==> config.mk <==
export PLATFORM = sky130hd
export DESIGN_NAME = term_ctrl
export DESIGN_NICKNAME = d
export VERILOG_FILES = /design/src/rtl/term_ctrl_pkg.sv /design/src/rtl/term_addr.sv /design/src/rtl/term_ctrl.sv
export SDC_FILE = /design/constraint.sdc
export NUM_CORES = 1
export LEC_CHECK = 0
export CAP_MARGIN = 15
export CORE_MARGIN = 2
export CORE_UTILIZATION = 35
export CTS_BUF_LIST = sky130_fd_sc_hd__clkbuf_4 sky130_fd_sc_hd__clkbuf_8 sky130_fd_sc_hd__clkbuf_16
export DETAILED_ROUTE_END_ITERATION = 10
export PLACE_DENSITY = 0.54
export SYNTH_ARGS = -nofsm -noshare
export SYNTH_HDL_FRONTEND = slang
export SYNTH_SLANG_ARGS = --single-unit
==> constraint.sdc <==
create_clock -name clk100 -period 9.2 [get_ports clk100]
set_clock_uncertainty 0.1 [all_clocks]
set_input_delay 1.84 -clock clk100 [delete_from_list [all_inputs] [get_ports clk100]]
set_output_delay 1.84 -clock clk100 [all_outputs]
set_load 0.01 [all_outputs]
==> src/rtl/term_ctrl_pkg.sv <==
// term_ctrl_pkg: state encoding, character codes and helpers shared by the terminal controller.
package term_ctrl_pkg;
  localparam int ADDR_W = 12;
  typedef enum logic [1:0] {IDLE, ESC, CSI, CLEAR} state_e;
  localparam logic [7:0] CH_BS    = 8'h08;
  localparam logic [7:0] CH_TAB   = 8'h09;
  localparam logic [7:0] CH_LF    = 8'h0A;
  localparam logic [7:0] CH_CR    = 8'h0D;
  localparam logic [7:0] CH_ESC   = 8'h1B;
  localparam logic [7:0] CH_SPACE = 8'h20;
  // CSI parameters are 1-based with 0 meaning 1; this yields the 0-based index.
  function automatic logic [7:0] dec1(input logic [7:0] p);
    return p == 8'd0 ? 8'd0 : p - 8'd1;
  endfunction
endpackage

==> src/rtl/term_addr.sv <==
// term_addr: maps a logical row/column through the scroll offset to a character-RAM address.
module term_addr import term_ctrl_pkg::*; #(
  parameter int COLS = 80,
  parameter int ROWS = 30
) (
  input  logic [4:0]        row_i,
  input  logic [6:0]        col_i,
  input  logic [4:0]        scroll_i,
  output logic [ADDR_W-1:0] addr_o
);
  logic [5:0] sum;
  logic [4:0] phys;
  // Both operands are below ROWS, so one conditional subtract replaces the modulo.
  assign sum    = {1'b0, row_i} + {1'b0, scroll_i};
  assign phys   = sum >= 6'(ROWS) ? 5'(sum - 6'(ROWS)) : sum[4:0];
  assign addr_o = ADDR_W'(phys) * ADDR_W'(COLS) + ADDR_W'(col_i);
endmodule

==> src/rtl/term_ctrl.sv <==
// term_ctrl: byte-stream text terminal writing a character RAM, with scrolling and a small CSI subset.
module term_ctrl import term_ctrl_pkg::*; #(
  parameter int COLS = 80,
  parameter int ROWS = 30
) (
  input  logic        clk100,
  input  logic        rst_n,
  input  logic [7:0]  rx_data,
  input  logic        rx_complete,
  output logic        wr_en,
  output logic [11:0] wr_addr,
  output logic [7:0]  wr_data,
  output logic [6:0]  cursor_x,
  output logic [4:0]  cursor_y,
  output logic [4:0]  scroll_row,
  output logic        busy,
  output logic        overflow
);
  localparam logic [6:0]  XMAX      = 7'(COLS - 1);
  localparam logic [4:0]  YMAX      = 5'(ROWS - 1);
  localparam logic [11:0] LAST_CELL = 12'(ROWS * COLS - 1);
  state_e      state_q, state_d;
  logic [6:0]  x_q, x_d;
  logic [4:0]  y_q, y_d, scr_q, scr_d;
  logic [7:0]  pend_q, pend_d, p0_q, p0_d, p1_q, p1_d;
  logic        pv_q, pv_d, idx_q, idx_d, full_q, full_d;
  logic [11:0] cnt_q, cnt_d, waddr_q, waddr_d, cell_addr;
  logic [7:0]  wdata_q, wdata_d;
  logic        wen_q, wen_d, busy_q, busy_d, ovf_q, ovf_d;
  logic        go, lf;
  logic [7:0]  byte_c, cur, pnew, tab, hx, hy;
  logic [11:0] acc;
  term_addr #(.COLS(COLS), .ROWS(ROWS)) u_addr (
    .row_i    (y_q),
    .col_i    (state_q == CLEAR ? cnt_q[6:0] : x_q),
    .scroll_i (scr_q),
    .addr_o   (cell_addr)
  );
  always_comb begin
    state_d = state_q;
    x_d     = x_q;
    y_d     = y_q;
    scr_d   = scr_q;
    pend_d  = pend_q;
    pv_d    = pv_q;
    p0_d    = p0_q;
    p1_d    = p1_q;
    idx_d   = idx_q;
    cnt_d   = cnt_q;
    full_d  = full_q;
    byte_c  = pv_q ? pend_q : rx_data;
    wen_d   = 1'b0;
    waddr_d = cell_addr;
    wdata_d = byte_c;
    busy_d  = 1'b0;
    ovf_d   = 1'b0;
    go      = 1'b0;
    lf      = 1'b0;
    cur     = idx_q ? p1_q : p0_q;
    acc     = {4'd0, cur} * 12'd10 + {8'd0, byte_c[3:0]};
    pnew    = acc > 12'd255 ? 8'hFF : acc[7:0];
    tab     = {1'b0, x_q[6:3] + 4'd1, 3'd0};
    hy      = dec1(p0_q);
    hx      = dec1(p1_q);
    if (state_q == CLEAR) begin
      wen_d   = 1'b1;
      wdata_d = CH_SPACE;
      busy_d  = 1'b1;
      waddr_d = full_q ? cnt_q : cell_addr;
      cnt_d   = cnt_q + 12'd1;
      state_d = cnt_q == (full_q ? LAST_CELL : {5'd0, XMAX}) ? IDLE : CLEAR;
      ovf_d   = rx_complete & pv_q;
      pv_d    = pv_q | rx_complete;
      pend_d  = pv_q | ~rx_complete ? pend_q : rx_data;
    end else begin
      // A held byte takes priority; a coinciding strobe refills the slot.
      go     = pv_q | rx_complete;
      pv_d   = pv_q & rx_complete;
      pend_d = rx_data;
    end
    if (go)
      case (state_q)
        IDLE: begin
          if (byte_c >= CH_SPACE && byte_c <= 8'h7E) begin
            wen_d = 1'b1;
            lf    = x_q == XMAX;
            x_d   = lf ? 7'd0 : x_q + 7'd1;
          end else if (byte_c == CH_CR) x_d = 7'd0;
          else if (byte_c == CH_LF) lf = 1'b1;
          else if (byte_c == CH_BS) x_d = x_q == 7'd0 ? 7'd0 : x_q - 7'd1;
          else if (byte_c == CH_TAB) x_d = tab > {1'b0, XMAX} ? XMAX : tab[6:0];
          else if (byte_c == CH_ESC) state_d = ESC;
        end
        ESC: begin
          state_d = byte_c == "[" ? CSI : IDLE;
          p0_d    = 8'd0;
          p1_d    = 8'd0;
          idx_d   = 1'b0;
        end
        CSI: begin
          if (byte_c >= "0" && byte_c <= "9") begin
            p0_d = idx_q ? p0_q : pnew;
            p1_d = idx_q ? pnew : p1_q;
          end else if (byte_c == ";") idx_d = 1'b1;
          else if (byte_c >= 8'h40 && byte_c <= 8'h7E) begin
            state_d = IDLE;
            if (byte_c == "H") begin
              y_d = hy > {3'd0, YMAX} ? YMAX : hy[4:0];
              x_d = hx > {1'b0, XMAX} ? XMAX : hx[6:0];
            end else if (byte_c == "J" && p0_q == 8'd2) begin
              state_d = CLEAR;
              full_d  = 1'b1;
              cnt_d   = '0;
            end else if (byte_c == "K") begin
              state_d = CLEAR;
              full_d  = 1'b0;
              cnt_d   = {5'd0, x_q};
            end
          end
        end
        default: ;
      endcase
    // At the bottom row the screen scrolls and the newly exposed row is blanked.
    if (lf) begin
      if (y_q == YMAX) begin
        scr_d   = scr_q == YMAX ? 5'd0 : scr_q + 5'd1;
        state_d = CLEAR;
        full_d  = 1'b0;
        cnt_d   = '0;
      end else y_d = y_q + 5'd1;
    end
  end
  always_ff @(posedge clk100 or negedge rst_n)
    if (!rst_n) begin
      state_q <= IDLE;
      x_q     <= '0;
      y_q     <= '0;
      scr_q   <= '0;
      pend_q  <= '0;
      pv_q    <= 1'b0;
      p0_q    <= '0;
      p1_q    <= '0;
      idx_q   <= 1'b0;
      cnt_q   <= '0;
      full_q  <= 1'b0;
      wen_q   <= 1'b0;
      waddr_q <= '0;
      wdata_q <= '0;
      busy_q  <= 1'b0;
      ovf_q   <= 1'b0;
    end else begin
      state_q <= state_d;
      x_q     <= x_d;
      y_q     <= y_d;
      scr_q   <= scr_d;
      pend_q  <= pend_d;
      pv_q    <= pv_d;
      p0_q    <= p0_d;
      p1_q    <= p1_d;
      idx_q   <= idx_d;
      cnt_q   <= cnt_d;
      full_q  <= full_d;
      wen_q   <= wen_d;
      waddr_q <= waddr_d;
      wdata_q <= wdata_d;
      busy_q  <= busy_d;
      ovf_q   <= ovf_d;
    end
  assign wr_en      = wen_q;
  assign wr_addr    = waddr_q;
  assign wr_data    = wdata_q;
  assign cursor_x   = x_q;
  assign cursor_y   = y_q;
  assign scroll_row = scr_q;
  assign busy       = busy_q;
  assign overflow   = ovf_q;
endmodule

==> results.py <==
metrics = {
    "yosys": {
        "syn-num-nets": 800,
        "synth_edf_count": 0,
        "postSynthCellCount": 739,
        "ys_types": 77,
        "syn_avg_cell_area_sq_um": 8.757,
        "syn_area_sq_um": 6471,
        "synth-main-ff-cell": "dfrtp_1",
        "yosysTopAreaCellShare_pct": 31.32,
        "ys_seq_area_share_pct": 31.32,
        "async_flop_share_pct": 100.0,
        "ys_ff_latch": 81,
        "synthTopCellsByArea": "dfrtp_1 31%, ha_1 8.7%, nand2_1 4.2%",
        "synth_top_area_cell": "dfrtp_1",
        "yosysWarnings": 0,
    },
    "worst_hold_path": {
        "min_path_cells": 2,
        "hold_class": "reg -> reg",
    },
    "place": {
        "gp_congestion": 0.9141,
        "io_buffer_count": 50,
        "dp_hpwl_mm": 13.10,
        "place_inst": 988,
    },
    "final_layout": {
        "drive_gt1_share_pct": 7.235,
        "area_growth_pct": 15.68,
        "layout_common_cells": "81 x dfrtp_1, 73 x nand2_1, 53 x nor2_1, 49 x clkdlybuf4s50_1, 45 x ha_1",
        "n_antenna_cell": 0,
        "nets": 832,
        "fin_cells": 1003,
        "fin_util_pct": 41.53,
        "fillers": 1815,
        "final_common_cell": "dfrtp_1",
    },
    "floorplan": {
        "ioPinCount": 51,
        "chipHeight_um": 140.0,
        "dieArea_sq_um": 19590,
        "initial_core_util_pct": 35.90,
        "core_area_sq_um": 18020,
        "die_w_um": 140.0,
        "num_rows": 49,
    },
    "pwr": {
        "vdd_drop_max_mv": 0.1418,
        "power.density_nw_per_um2": 166.6,
        "power.leakage_nw": 3.162,
    },
    "sta": {
        "relSlewSlack_pct": 30.66,
        "tightest_slew_ns": 1.033,
        "drv_slew": 0,
        "hold_viol_final": 0,
        "fin_crit_ns": 4.998,
        "setup_violations": 0,
        "period_share_pct": 54.33,
        "finalSetupTns_ns": 0,
        "rsz0062_at_grt": "false",
        "fmax_mhz": 200.1,
    },
    "routing": {
        "totalWireLength_mm": 17.79,
        "dr.first_iter.drc_count": 403,
        "first_pass_iters": 5,
        "vias_per_cell": 5.841,
        "post-route-drc-count": 0,
        "vias": 5859,
        "avgRoutedWirePerCell_um": 17.74,
        "drtAntennaViolNets": 0,
    },
    "setup_path": {
        "crit_family": "compound AO/OA/AOI/OAI gates",
        "crit_arrival_ns": 5.16,
        "crit_type": "in -> reg",
        "slowest_stage": "o21ai_1",
        "end_kind": "register",
        "path_depth": 7,
        "max_stage_delay_ns": 0.84,
        "reg2reg_depth": 15,
        "start_kind": "input pin",
        "cp_max_fo": 14,
        "worstPathCellList": "clkdlybuf4s50_1 > nand3b_1 > a222oi_1 > a211oi_1 > o21ai_1 > o21ai_1 > o2bb2ai_1",
        "timing.critical_path.buf_inv": 1,
        "crit_top_cell": "o21ai_1",
        "worstPathRequired_ns": 9.36,
    },
    "global_route": {
        "grt_pass1_vias": 5696,
        "grt_pass1_wl_mm": 29.29,
        "antenna_found_initial": 0,
        "grt-ovfl-total": 0,
        "grt_max_degree": 82,
        "groute.usage.overall_pct": 18.46,
    },
    "clock_tree": {
        "tritoncts": "done",
        "post_cts.resized_instances": 0,
        "ctsHoldBuffers": 0,
        "root_buffer": "clkbuf_16",
        "clkLatencyLatePin_ns": 0.35,
        "cts.sinks": 81,
        "post_cts.repair.setup_buffers": 0,
        "cts.clk_slew.worst_paths_ns": 0.06,
        "cts_made_buffers": 9,
        "cts_buffer_depth": 2,
        "cts_max_level": 3,
    },
    "status": {
        "outcome": "complete, no violations",
    },
    "flow_run": {
        "drv_cap": 0,
    },
}
metal layers:
layer  part of all wire [%]  vias to the layer above  track usage [%]
met5                      0                        -                0
met4                    3.0                        0            7.947
met3                    4.6                       40            3.316
met2                     48                      195            30.06
met1                     45                     2814            24.15
li1                       -                     2810                -
kinds of logic (layout without fill, tap and decap cells):
logic type                 after synthesis  in the layout  share of synthesized area, %
and+or+nand+nor                        272            272                         22.04
xor gates and xnor gates                42             42                         5.685
adders and majority gates               51             51                         10.40
muxes                                   26             26                         4.331
DFF                                     81             81                         31.32
AOI/OAI and AO/OA                      205            205                         22.12
buffers and inverters                   62             97                         4.099
power breakdown:
| part | switching (mW) | internal, mW | leakage, nW |
|---|---|---|---|
| logic | 0.178 | 0.170 | 1.99 |
| clock network | 0.147 | 0.273 | 0.165 |
| registers | 0.0750 | 0.403 | 1.01 |
| total | 0.401 | 0.846 | 3.16 |
registers in the layout, indices dropped and copies added (netlist names):
register	flops
wr_addr	12
pv_q	1
overflow	1
scroll_row	5
busy	1
wr_en	1
pend_q	8
idx_q	1
cursor_x	7
cursor_y	5
p0_q	8
cnt_q	12
wr_data	8
p1_q	8
full_q	1
state_q	2
path summary, 6_finish.rpt:
| path | start | to | slack, ns |
|---|---|---|---|
| worst max-delay path | rx_data[5] | cnt_q[1] | 4.20 |
| worst min-delay path | cnt_q[1] | wr_addr[1] | 0.45 |
| worst max register to register | cursor_y[0] | wr_addr[10] | 4.36 |
| worst min register to register | cnt_q[1] | wr_addr[1] | 0.45 |
| max in group asynchronous | rst_n | p1_q[6] | 7.05 |
| min in group asynchronous | rst_n | cnt_q[2] | 1.35 |
cell type report:
class / count / area [sq um] / share of cell area, %
Inverter: 29 / 108.9 / 1.454
Multi-Input combinational cell: 596 / 4179 / 55.82
Clock buffer: 11 / 246.5 / 3.293
Timing Repair Buffer: 54 / 548.0 / 7.321
Clock inverter: 3 / 90.09 / 1.203
Tap cell: 229 / 286.5 / 3.828
Sequential cell: 81 / 2027 / 27.08
tightest hold or removal path, delay by kind of cell (launching register included):
kind	cells	cell delay, ns
simple gates	1	0.06
compound gates	1	0.07
flops	1	0.39
cell usage after synthesis (4+ instances only):
master and number:
nand3_1 24, nor3_1 19, or3_1 4, o21a_1 5
nor2_1 53, a21oi_1 39, fa_1 5, dfrtp_1 81
inv_1 28, and2_1 6, or2_2 4, a221oi_1 11
xor2_1 21, o22ai_1 5, o21ai_1 6, o31ai_1 11
o2bb2ai_1 7, a21o_1 13, clkbuf_1 25, o2111ai_1 4
xnor2_1 21, mux2_2 16, o21bai_1 4, nand4_1 16
nor4_1 8, and3_1 12, a22oi_1 6, nand2_1 73
mux2i_1 10, a31oi_1 9, a211oi_1 8, nor3b_1 9
nand3b_1 4, or4_1 5, nand2b_1 6, o21ai_0 39
nor2b_1 10, ha_1 45, and3b_1 4
through the flow:
stage,worst slack [ns],hold WS (ns),total power [mW],area (sq um)
after floorplan,4.728,0.3885,0.6826,6471
after global placement,4.026,0.4293,0.8229,7122
after detailed placement,3.901,0.4417,0.8280,7122
after CTS,4.234,0.4561,1.252,7458
after global routing,3.865,0.4975,1.315,7486
final,4.202,0.4463,1.247,7486
No activity file was read; power rests on OpenSTA's default activity.
